==> src/rtl/pool_channel_scheduler_pkg.sv <==
`default_nettype none
// pool_channel_scheduler_pkg -- shared widths, FSM encoding and config check for the channel scheduler.
// Rev 1.0
package pool_channel_scheduler_pkg;

  localparam int ACC_WIDTH  = 16;
  localparam int MAX_LINE_W = 1024;

  typedef enum logic [1:0] {
    ST_IDLE   = 2'd0,
    ST_STREAM = 2'd1,
    ST_DRAIN  = 2'd2
  } sched_state_e;

  // 2x2 pooling needs non-zero even dimensions so every channel ends on an even row.
  function automatic logic dims_invalid(input logic [15:0] w, input logic [15:0] h);
    return (w == 16'd0) || w[0] || (h == 16'd0) || h[0];
  endfunction

endpackage
`default_nettype wire

==> src/rtl/pool_ch_rr_pick.sv <==
`default_nettype none
// pool_ch_rr_pick -- finds the lowest set mask bit above (or at, when inclusive) a given channel index.
// Rev 1.0
module pool_ch_rr_pick #(
  parameter int NUM_CH = 4,
  parameter int IDX_W  = (NUM_CH > 1) ? $clog2(NUM_CH) : 1
) (
  input  logic [NUM_CH-1:0] mask,
  input  logic [IDX_W-1:0]  from_idx,
  input  logic              inclusive,
  output logic              found,
  output logic [IDX_W-1:0]  idx
);

  // Scan downwards so the lowest qualifying channel is the last one written.
  always_comb begin
    found = 1'b0;
    idx   = '0;
    for (int i = NUM_CH - 1; i >= 0; i--) begin
      if (mask[i] && ((i > int'(from_idx)) || (inclusive && (i == int'(from_idx))))) begin
        found = 1'b1;
        idx   = IDX_W'(i);
      end
    end
  end

endmodule
`default_nettype wire

==> src/rtl/pool_channel_scheduler.sv <==
`default_nettype none
// pool_channel_scheduler -- serves whole channel feature maps one at a time to a shared 2x2 pooling core
// and tags the returned results with their channel. Rev 1.0
module pool_channel_scheduler
  import pool_channel_scheduler_pkg::*;
#(
  parameter int NUM_CH = 4,
  parameter int WIDTH  = ACC_WIDTH,
  localparam int CH_W  = (NUM_CH > 1) ? $clog2(NUM_CH) : 1
) (
  input  logic                          clk_i,
  input  logic                          rst_async_n_i,
  input  logic                          start_i,
  input  logic [15:0]                   fm_w_i,
  input  logic [15:0]                   fm_h_i,
  input  logic [NUM_CH-1:0]             ch_mask_i,
  output logic                          busy_o,
  output logic                          done_o,
  output logic                          err_o,
  input  logic [NUM_CH-1:0]             in_valid_i,
  output logic [NUM_CH-1:0]             in_ready_o,
  input  logic [NUM_CH-1:0][WIDTH-1:0]  in_data_i,
  output logic                          pool_valid_o,
  input  logic                          pool_ready_i,
  output logic [WIDTH-1:0]              pool_data_o,
  output logic [31:0]                   pool_fm_w_o,
  input  logic                          res_valid_i,
  output logic                          res_ready_o,
  input  logic [WIDTH-1:0]              res_data_i,
  output logic                          out_valid_o,
  input  logic                          out_ready_i,
  output logic [WIDTH-1:0]              out_data_o,
  output logic [CH_W-1:0]               out_ch_o,
  output logic                          out_last_o
);

  sched_state_e      state;
  sched_state_e      state_next;

  logic [15:0]       fm_w;
  logic [NUM_CH-1:0] mask;
  logic [31:0]       pix_total;
  logic [31:0]       in_cnt;
  logic [31:0]       out_cnt;
  logic [CH_W-1:0]   cur_ch;

  logic [31:0]       res_total;
  logic              in_accept;
  logic              out_accept;
  logic              out_complete;
  logic              start_bad;
  logic              latch_cfg;
  logic              ch_done;
  logic              err_next;
  logic              done_next;
  logic              first_found;
  logic [CH_W-1:0]   first_idx;
  logic              next_found;
  logic [CH_W-1:0]   next_idx;

  pool_ch_rr_pick #(
    .NUM_CH (NUM_CH),
    .IDX_W  (CH_W)
  ) u_first_pick (
    .mask      (ch_mask_i),
    .from_idx  ('0),
    .inclusive (1'b1),
    .found     (first_found),
    .idx       (first_idx)
  );

  pool_ch_rr_pick #(
    .NUM_CH (NUM_CH),
    .IDX_W  (CH_W)
  ) u_next_pick (
    .mask      (mask),
    .from_idx  (cur_ch),
    .inclusive (1'b0),
    .found     (next_found),
    .idx       (next_idx)
  );

  // W and H are both even, so W*H is a multiple of four and the shift is exact.
  assign res_total    = pix_total >> 2;
  assign start_bad    = dims_invalid(fm_w_i, fm_h_i) || !first_found;
  assign in_accept    = (state == ST_STREAM) && in_valid_i[cur_ch] && pool_ready_i;
  assign out_accept   = (state != ST_IDLE) && res_valid_i && out_ready_i;
  assign out_complete = (out_cnt == res_total) ||
                        (out_accept && (out_cnt == res_total - 32'd1));
  assign pool_fm_w_o  = {16'h0000, fm_w};

  always_ff @(posedge clk_i or negedge rst_async_n_i) begin
    if (!rst_async_n_i) begin
      state <= ST_IDLE;
    end else begin
      state <= state_next;
    end
  end

  always_comb begin
    state_next   = state;
    latch_cfg    = 1'b0;
    ch_done      = 1'b0;
    err_next     = 1'b0;
    done_next    = 1'b0;
    pool_valid_o = 1'b0;
    pool_data_o  = '0;
    in_ready_o   = '0;
    out_valid_o  = 1'b0;
    out_data_o   = '0;
    res_ready_o  = 1'b0;
    out_ch_o     = '0;
    out_last_o   = 1'b0;

    unique case (state)
      ST_IDLE: begin
        if (start_i) begin
          if (start_bad) begin
            err_next = 1'b1;
          end else begin
            latch_cfg  = 1'b1;
            state_next = ST_STREAM;
          end
        end
      end
      ST_STREAM: begin
        if (in_accept && (in_cnt == pix_total - 32'd1)) begin
          state_next = ST_DRAIN;
        end
      end
      ST_DRAIN: begin
        if (out_complete) begin
          ch_done = 1'b1;
          if (next_found) begin
            state_next = ST_STREAM;
          end else begin
            state_next = ST_IDLE;
            done_next  = 1'b1;
          end
        end
      end
      default: state_next = ST_IDLE;
    endcase

    if (state == ST_STREAM) begin
      pool_valid_o       = in_valid_i[cur_ch];
      pool_data_o        = in_data_i[cur_ch];
      in_ready_o[cur_ch] = pool_ready_i;
    end

    if (state != ST_IDLE) begin
      out_valid_o = res_valid_i;
      out_data_o  = res_data_i;
      res_ready_o = out_ready_i;
      out_ch_o    = cur_ch;
      out_last_o  = res_valid_i && (out_cnt == res_total - 32'd1);
    end
  end

  always_ff @(posedge clk_i or negedge rst_async_n_i) begin
    if (!rst_async_n_i) begin
      fm_w      <= '0;
      mask      <= '0;
      pix_total <= '0;
      in_cnt    <= '0;
      out_cnt   <= '0;
      cur_ch    <= '0;
      busy_o    <= 1'b0;
      done_o    <= 1'b0;
      err_o     <= 1'b0;
    end else begin
      busy_o <= (state_next != ST_IDLE);
      done_o <= done_next;
      err_o  <= err_next;
      if (latch_cfg) begin
        fm_w      <= fm_w_i;
        mask      <= ch_mask_i;
        pix_total <= 32'(fm_w_i) * 32'(fm_h_i);
        cur_ch    <= first_idx;
        in_cnt    <= '0;
        out_cnt   <= '0;
      end else if (ch_done) begin
        in_cnt  <= '0;
        out_cnt <= '0;
        if (next_found) begin
          cur_ch <= next_idx;
        end
      end else begin
        if (in_accept) begin
          in_cnt <= in_cnt + 32'd1;
        end
        if (out_accept) begin
          out_cnt <= out_cnt + 32'd1;
        end
      end
    end
  end

endmodule
`default_nettype wire

==> config.mk <==
export PLATFORM = sky130hd
export DESIGN_NAME = pool_channel_scheduler
export DESIGN_NICKNAME = d
export VERILOG_FILES = /design/src/rtl/pool_channel_scheduler_pkg.sv /design/src/rtl/pool_ch_rr_pick.sv /design/src/rtl/pool_channel_scheduler.sv
export SDC_FILE = /design/constraint.sdc
export NUM_CORES = 1
export LEC_CHECK = 0
export BUFFER_PORTS_ARGS = -buffer_cell sky130_fd_sc_hd__buf_2
export CORE_ASPECT_RATIO = 0.7
export CORE_MARGIN = 2
export CORE_UTILIZATION = 50
export CTS_CLUSTER_DIAMETER = 40
export DETAILED_ROUTE_END_ITERATION = 7
export PLACE_DENSITY = 0.67
export RECOVER_POWER = 25
export SYNTH_ARGS = -nofsm -noshare
export SYNTH_HDL_FRONTEND = slang
export SYNTH_SLANG_ARGS = --single-unit
==> constraint.sdc <==
create_clock -name clk_i -period 9.76 [get_ports clk_i]
set_input_delay 1.952 -clock clk_i [delete_from_list [all_inputs] [get_ports clk_i]]
set_output_delay 1.952 -clock clk_i [all_outputs]
set_load 0.05 [all_outputs]
==> results.json, run 1 <==
{
  "clk_latency_ns": 0.43,
  "cts_buffer_depth": 2,
  "end_kind": "flip-flop",
  "drive_above_1_share": 0.133,
  "grt_max_degree": 89,
  "total_power_mw": 4.68,
  "die_h_um": 157,
  "max_freq_ghz": 0.128,
  "cts_resized": 0,
  "netlist_area_um2": 16600,
  "nets": 2423,
  "pin_count": 203,
  "met3WireLength_um": 3770,
  "synthCells": 1884,
  "tightestPinTransition_ns": 4.00,
  "fill_cells": 2918,
  "wirelength_um": 49200,
  "drt_iter0_markers": 1203,
  "setup_viol": 0,
  "drv_slew": 69,
  "async_flop_share": 1.00,
  "avgViaCountPerCell": 5.64,
  "gr-total-overflow": 0,
  "arrival_ns": 8.07,
  "ys_seq_area_frac": 0.183,
  "htreeDepth": 4,
  "cts_tree": "yes",
  "wl_met2_um": 22100,
  "wl_per_cell_um": 20.2,
  "synth-edff-count": 0,
  "drc": 0,
  "area_delta_synth_final_pct": 10.1,
  "power.density_nw_per_um2": 255,
  "vias": 13800,
  "maxSlewHeadroom": -1.67,
  "violations": "capacitance limit, slew limit",
  "numCtsBuffers": 17,
  "first_pass_iters": 6,
  "grt_pass1_wl_um": 76300,
  "fin_skew_ns": 0.0118,
  "cp_max_fo": 17,
  "avgSynthCellArea_um2": 8.84,
  "place_congestion": 0.974,
  "ant_nets": 0,
  "drv_cap": 1,
  "portBuffers": 186,
  "hpwlAfterDp_um": 38600,
  "final_hold_viol_count": 0,
  "post-route-period-util": 0.799,
  "cts_setup_buffers": 0,
  "cts_sinks": 122,
  "yosysWarnings": 0,
  "antenna_found_initial": 4,
  "p_leak_nw": 9.43,
  "rsz0062_at_grt": "false",
  "die_x_um": 222,
  "die_area_um2": 34800,
  "finalSetupTns_ns": 0,
  "drt-met1-wl_um": 21600,
  "holdBufCountCts": 0,
  "hold_class": "flip-flop to flip-flop",
  "fp.coreArea_um2": 32600,
  "clkTransAtPathRegs_ns": 0.06,
  "period_minus_slack_ns": 7.79,
  "ir_worst_vdd_uv": 402,
  "synth_top_flop_cell": "dfrtp_1",
  "worst_ep_required_time_ns": 10.04,
  "grt_pass1_vias": 13700,
  "worstSetupPathType": "input pin to flip-flop",
  "clock_tree.root_cell": "clkbuf_16",
  "initial_core_util": 0.512,
  "crit_path_start_kind": "input pin",
  "ys_seq_elements": 122,
  "placementRows": 55,
  "grt.total_usage": 0.287,
  "outcome": "complete, but fails checks",
  "netlist-cell-type-count": 69,
  "routed.top_layer": "met4"
}
-- state kept, by name, summed over array words and instances, names as in the netlist, 2 cells and up --
signal	cells
cur_ch	2
fm_w	16
in_cnt	32
mask	3
out_cnt	32
pix_total	32
state	2
-- per-stage QoR --
stage / util / setup slack, ns / instance area, µm² / hold slack [ns] / std cells
finish: 0.563 / 1.97 / 18300 / 0.498 / 2438
global route: 0.563 / 1.61 / 18300 / 0.530 / 2438
CTS: 0.564 / 2.04 / 18300 / 0.490 / 2435
detailed placement: 0.544 / 1.57 / 17700 / 0.471 / 2403
global placement: 0.544 / 1.77 / 17700 / 0.465 / 2403
floorplan: - / 1.95 / 16700 / 0.473 / 1899
-- kinds of logic (layout without fill, tap and decap cells) --
family                   count (synthesis)  after routing  share of synthesized area
AO/OA/AOI/OAI                          157            157                     0.0611
multiplexers                            45             45                     0.0414
AND/OR/NAND/NOR                        732            732                      0.221
buffers and inverters                  349            458                     0.0854
other                                    1             19                   0.000225
flip-flops                             122            122                      0.183
XOR/XNOR                               176            176                     0.0935
adder cells (fa/ha/maj)                302            302                      0.314
-- path summary, 6_finish.rpt --
path	slack, ns	to	from	cells past startpoint
max reg2reg	5.19	out_cnt[21]	pix_total[9]	10
min	0.50	fm_w[0]	fm_w[0]	1
max	1.97	pix_total[31]	fm_h_i[10]	21
min in group asynchronous	2.93	in_cnt[1]	rst_async_n_i	1
min reg2reg	0.50	fm_w[0]	fm_w[0]	1
max in group asynchronous	4.53	out_cnt[15]	rst_async_n_i	2
-- layout make-up --
class | count | area, µm² | area share
antenna | 3 | 7.51 | 0.000409
clock buffer | 22 | 464 | 0.0253
clock inverter | 10 | 190 | 0.0104
inverter | 232 | 871 | 0.0475
multi-input combinational | 1428 | 12200 | 0.667
sequential | 122 | 3050 | 0.166
tap | 427 | 534 | 0.0291
timing repair buffer | 194 | 978 | 0.0534
-- synth_stat cells, types with 30 or more instances --
cell | count | area, µm²
ha_1 | 108 | 1350
inv_1 | 232 | 871
and2_1 | 126 | 788
o21ai_0 | 44 | 220
nor3_1 | 30 | 150
nand2_1 | 244 | 916
xnor2_1 | 85 | 744
nand3_1 | 47 | 235
a21oi_1 | 33 | 165
clkbuf_1 | 83 | 312
xor2_1 | 90 | 788
fa_1 | 194 | 3880
dfrtp_1 | 122 | 3050
nor2_1 | 120 | 450
-- worst max-delay path, cell delays in order --
cell	delay, ns
buf_2	0.38
nand2_1	0.15
fa_1	0.56
inv_1	0.06
fa_1	0.55
fa_1	0.43
fa_1	0.47
fa_1	0.49
inv_1	0.05
fa_1	0.48
inv_1	0.04
ha_1	0.38
and4_1	0.23
and3_1	0.20
nor4bb_1	0.38
o31a_1	0.34
a211oi_1	0.11
nor3_1	0.34
mux2i_1	0.26
xnor2_1	0.13
o21ai_0	0.08
-- per-layer routing --
metal,track usage,vias up
li1,-,6266
met1,0.406,6815
met2,0.444,583
met3,0.0468,90
met4,0.115,0
met5,0,-
-- power by group --
group          leakage (nW)  switching [mW]  internal, mW
combinational          7.44            1.91          1.48
clock                 0.318           0.253         0.468
sequential             1.67          0.0388         0.528
total                  9.43            2.20          2.48
-- placed cells by master (no fill, tap or decap), drive strengths merged, types with 5 or more instances in the layout --
cell / count
a21oi: 33
or3: 6
xnor2: 85
o21ai: 45
ha: 108
conb: 16
nand3: 47
and2: 127
fa: 194
bufinv: 5
a21o: 14
and3: 23
clkinv: 5
nand2b: 6
xor2: 90
nand4: 25
dfrtp: 122
mux2i: 7
inv: 232
nor4: 24
mux2: 21
a31oi: 7
o21a: 7
clkbuf: 32
nor2: 120
nor3: 31
and4: 13
mux4: 17
nor2b: 28
or4: 14
nand2: 244
buf: 184
or2: 10
a211oi: 9
No activity file was read; power rests on OpenSTA's default activity.
==> run 2, diff against run 1 <==
==> constraint.sdc (replaced) <==
create_clock -name clk_i -period 7.6 [get_ports clk_i]
set_input_delay 1.52 -clock clk_i [delete_from_list [all_inputs] [get_ports clk_i]]
set_output_delay 1.52 -clock clk_i [all_outputs]
set_load 0.05 [all_outputs]
==> run 2 against run 1 <==
The flow still finishes with violations (capacitance limit, slew limit). Global-route usage up 0.45 points. Routed wire length increased by 0.76%. Critical path depth fell by 2. Clock power is 10% higher. Combinational power increased by 31%. Total power rose by 27%. Non-clock buffer count up 25. Worst setup slack worse by 1.6 ns. Clock skew barely moved. Sequential cell count unchanged. First-iteration DRC count down 13%. Sequential share of layout area fell by 0.076 points. Highest routed layer unchanged.
==> results.json, run 2 (synthesis gave the netlist of run 1 again) <==
{
  "placementRows": 55,
  "critPathSlowestCell": "fa_1",
  "maxSlewHeadroom": -0.409,
  "cts_resized": 0,
  "max_freq_ghz": 0.138,
  "vias": 13900,
  "total_power_mw": 5.95,
  "cts_tree": "yes",
  "first_pass_iters": 5,
  "place_congestion": 0.952,
  "drv_cap": 2,
  "grt_max_degree": 54,
  "crit_path_start_kind": "input pin",
  "die_h_um": 157,
  "arrival_ns": 7.54,
  "clkTransAtPathRegs_ns": 0.07,
  "final_hold_viol_count": 0,
  "finalSetupTns_ns": 0,
  "tightestPinTransition_ns": 2.11,
  "grt.total_usage": 0.292,
  "outcome": "complete, but fails checks",
  "worstSetupPathType": "input pin to flip-flop",
  "path_cells": "buf_2 -> nand2_1 -> fa_1 -> fa_1 -> inv_1 -> fa_1 -> fa_1 -> fa_1 -> fa_1 -> ha_1 -> a21o_1 -> a211oi_1 -> o21ai_0 -> a311o_1 -> a41o_1 -> a211o_1 -> o311ai_0 -> xor2_1 -> o21ai_0",
  "final_common_cell": "nand2_1",
  "p_leak_nw": 9.52,
  "cts_setup_buffers": 0,
  "wl_per_cell_um": 20.1,
  "layout_common_cells": "244 x nand2_1, 232 x inv_1, 194 x fa_1, 178 x buf_2, 126 x and2_1",
  "holdBufCountCts": 0,
  "cp_common_cell": "fa_1",
  "antenna_found_initial": 3,
  "ir_worst_vdd_uv": 480,
  "multiInputGateArea_um2": 12200,
  "power.density_nw_per_um2": 323,
  "cts_buffer_depth": 2,
  "fp.coreArea_um2": 32600,
  "clock_tree.root_cell": "clkbuf_16",
  "dp_slack_ns": -0.0400,
  "avgViaCountPerCell": 5.63,
  "post-route-period-util": 0.953,
  "wirelength_um": 49500,
  "drive_above_1_share": 0.146,
  "drv_slew": 73,
  "gr-total-overflow": 0,
  "clk_latency_ns": 0.44,
  "ant_nets": 0,
  "fin_skew_ns": 0.0117,
  "nets": 2448,
  "drt_iter0_markers": 1047,
  "regArea_um2": 3050,
  "cp_max_fo": 17,
  "htreeDepth": 4,
  "largestRegisters": "in_cnt (32), out_cnt (32), pix_total (32)",
  "pin_count": 203,
  "hold_class": "flip-flop to flip-flop",
  "initial_core_util": 0.512,
  "setup_viol": 0,
  "fill_cells": 2927,
  "grt_pass1_wl_um": 77200,
  "die_area_um2": 34800,
  "worst_ep_required_time_ns": 7.90,
  "end_kind": "flip-flop",
  "drc": 0,
  "portBuffers": 186,
  "postLayoutSetupSlackWorst_ns": 0.359,
  "rsz0062_at_grt": "false",
  "hpwlAfterDp_um": 39700,
  "die_x_um": 222,
  "grt_pass1_vias": 13700,
  "violations": "capacitance limit, slew limit",
  "area_delta_synth_final_pct": 10.6,
  "cp_slowest_stage_delay_ns": 0.57,
  "cts_sinks": 122,
  "period_minus_slack_ns": 7.24,
  "numCtsBuffers": 17
}
run 2: cell types whose count changed in the layout (fill, tap and decap cells not counted), sizes merged:
cell,change
clkinv,-1
bufinv,-5
inv,+9
diode,-1
buf,+26
clkbuf,-6
clkinvlp,+2
run 2: worst paths after layout:
path	from	to	slack [ns]	cells after the start
max	fm_h_i[1]	pix_total[30]	0.36	19
min	fm_w[0]	fm_w[0]	0.49	1
max reg2reg	pix_total[3]	out_cnt[10]	2.59	12
min reg2reg	fm_w[0]	fm_w[0]	0.49	1
max in group asynchronous	rst_async_n_i	out_cnt[18]	2.69	3
min in group asynchronous	rst_async_n_i	state[0]	1.64	1
run 2: stage by stage:
stage,std cells,hold WS [ns],area [µm²],util
after CTS,2460,0.484,18400,0.566
after detailed placement,2428,0.465,17900,0.549
after floorplan,1899,0.473,16700,-
final,2462,0.486,18400,0.566
after global routing,2461,0.523,18400,0.566
after global placement,2428,0.469,17900,0.549
run 2: power breakdown:
group          total (mW)  switching (mW)  internal [mW]
combinational        4.43            2.45           1.98
sequential          0.727          0.0498          0.677
clock               0.795           0.367          0.428
run 2: layout make-up:
cell class | count | area share
flip-flops and latches | 122 | 0.166
inverters | 232 | 0.0473
clock inverters | 15 | 0.00700
diodes | 2 | 0.000272
multi-input cells | 1428 | 0.664
repair buffers | 219 | 0.0632
clock buffers | 17 | 0.0231
well taps | 427 | 0.0290
run 2: worst max-delay path: cells and delay by family:
kind	cells	cell delay [ns]
and+or+nand+nor	1	0.15
xor gates and xnor gates	1	0.20
buffers and inverters	2	0.37
adders and majority gates	7	3.41
AOI/OAI and AO/OA	8	1.90
run 2: per-layer routing:
layer,track usage,routed length [µm]
met5,0,0
met4,0.108,1660
met3,0.0623,4290
met2,0.445,21800
met1,0.411,21800
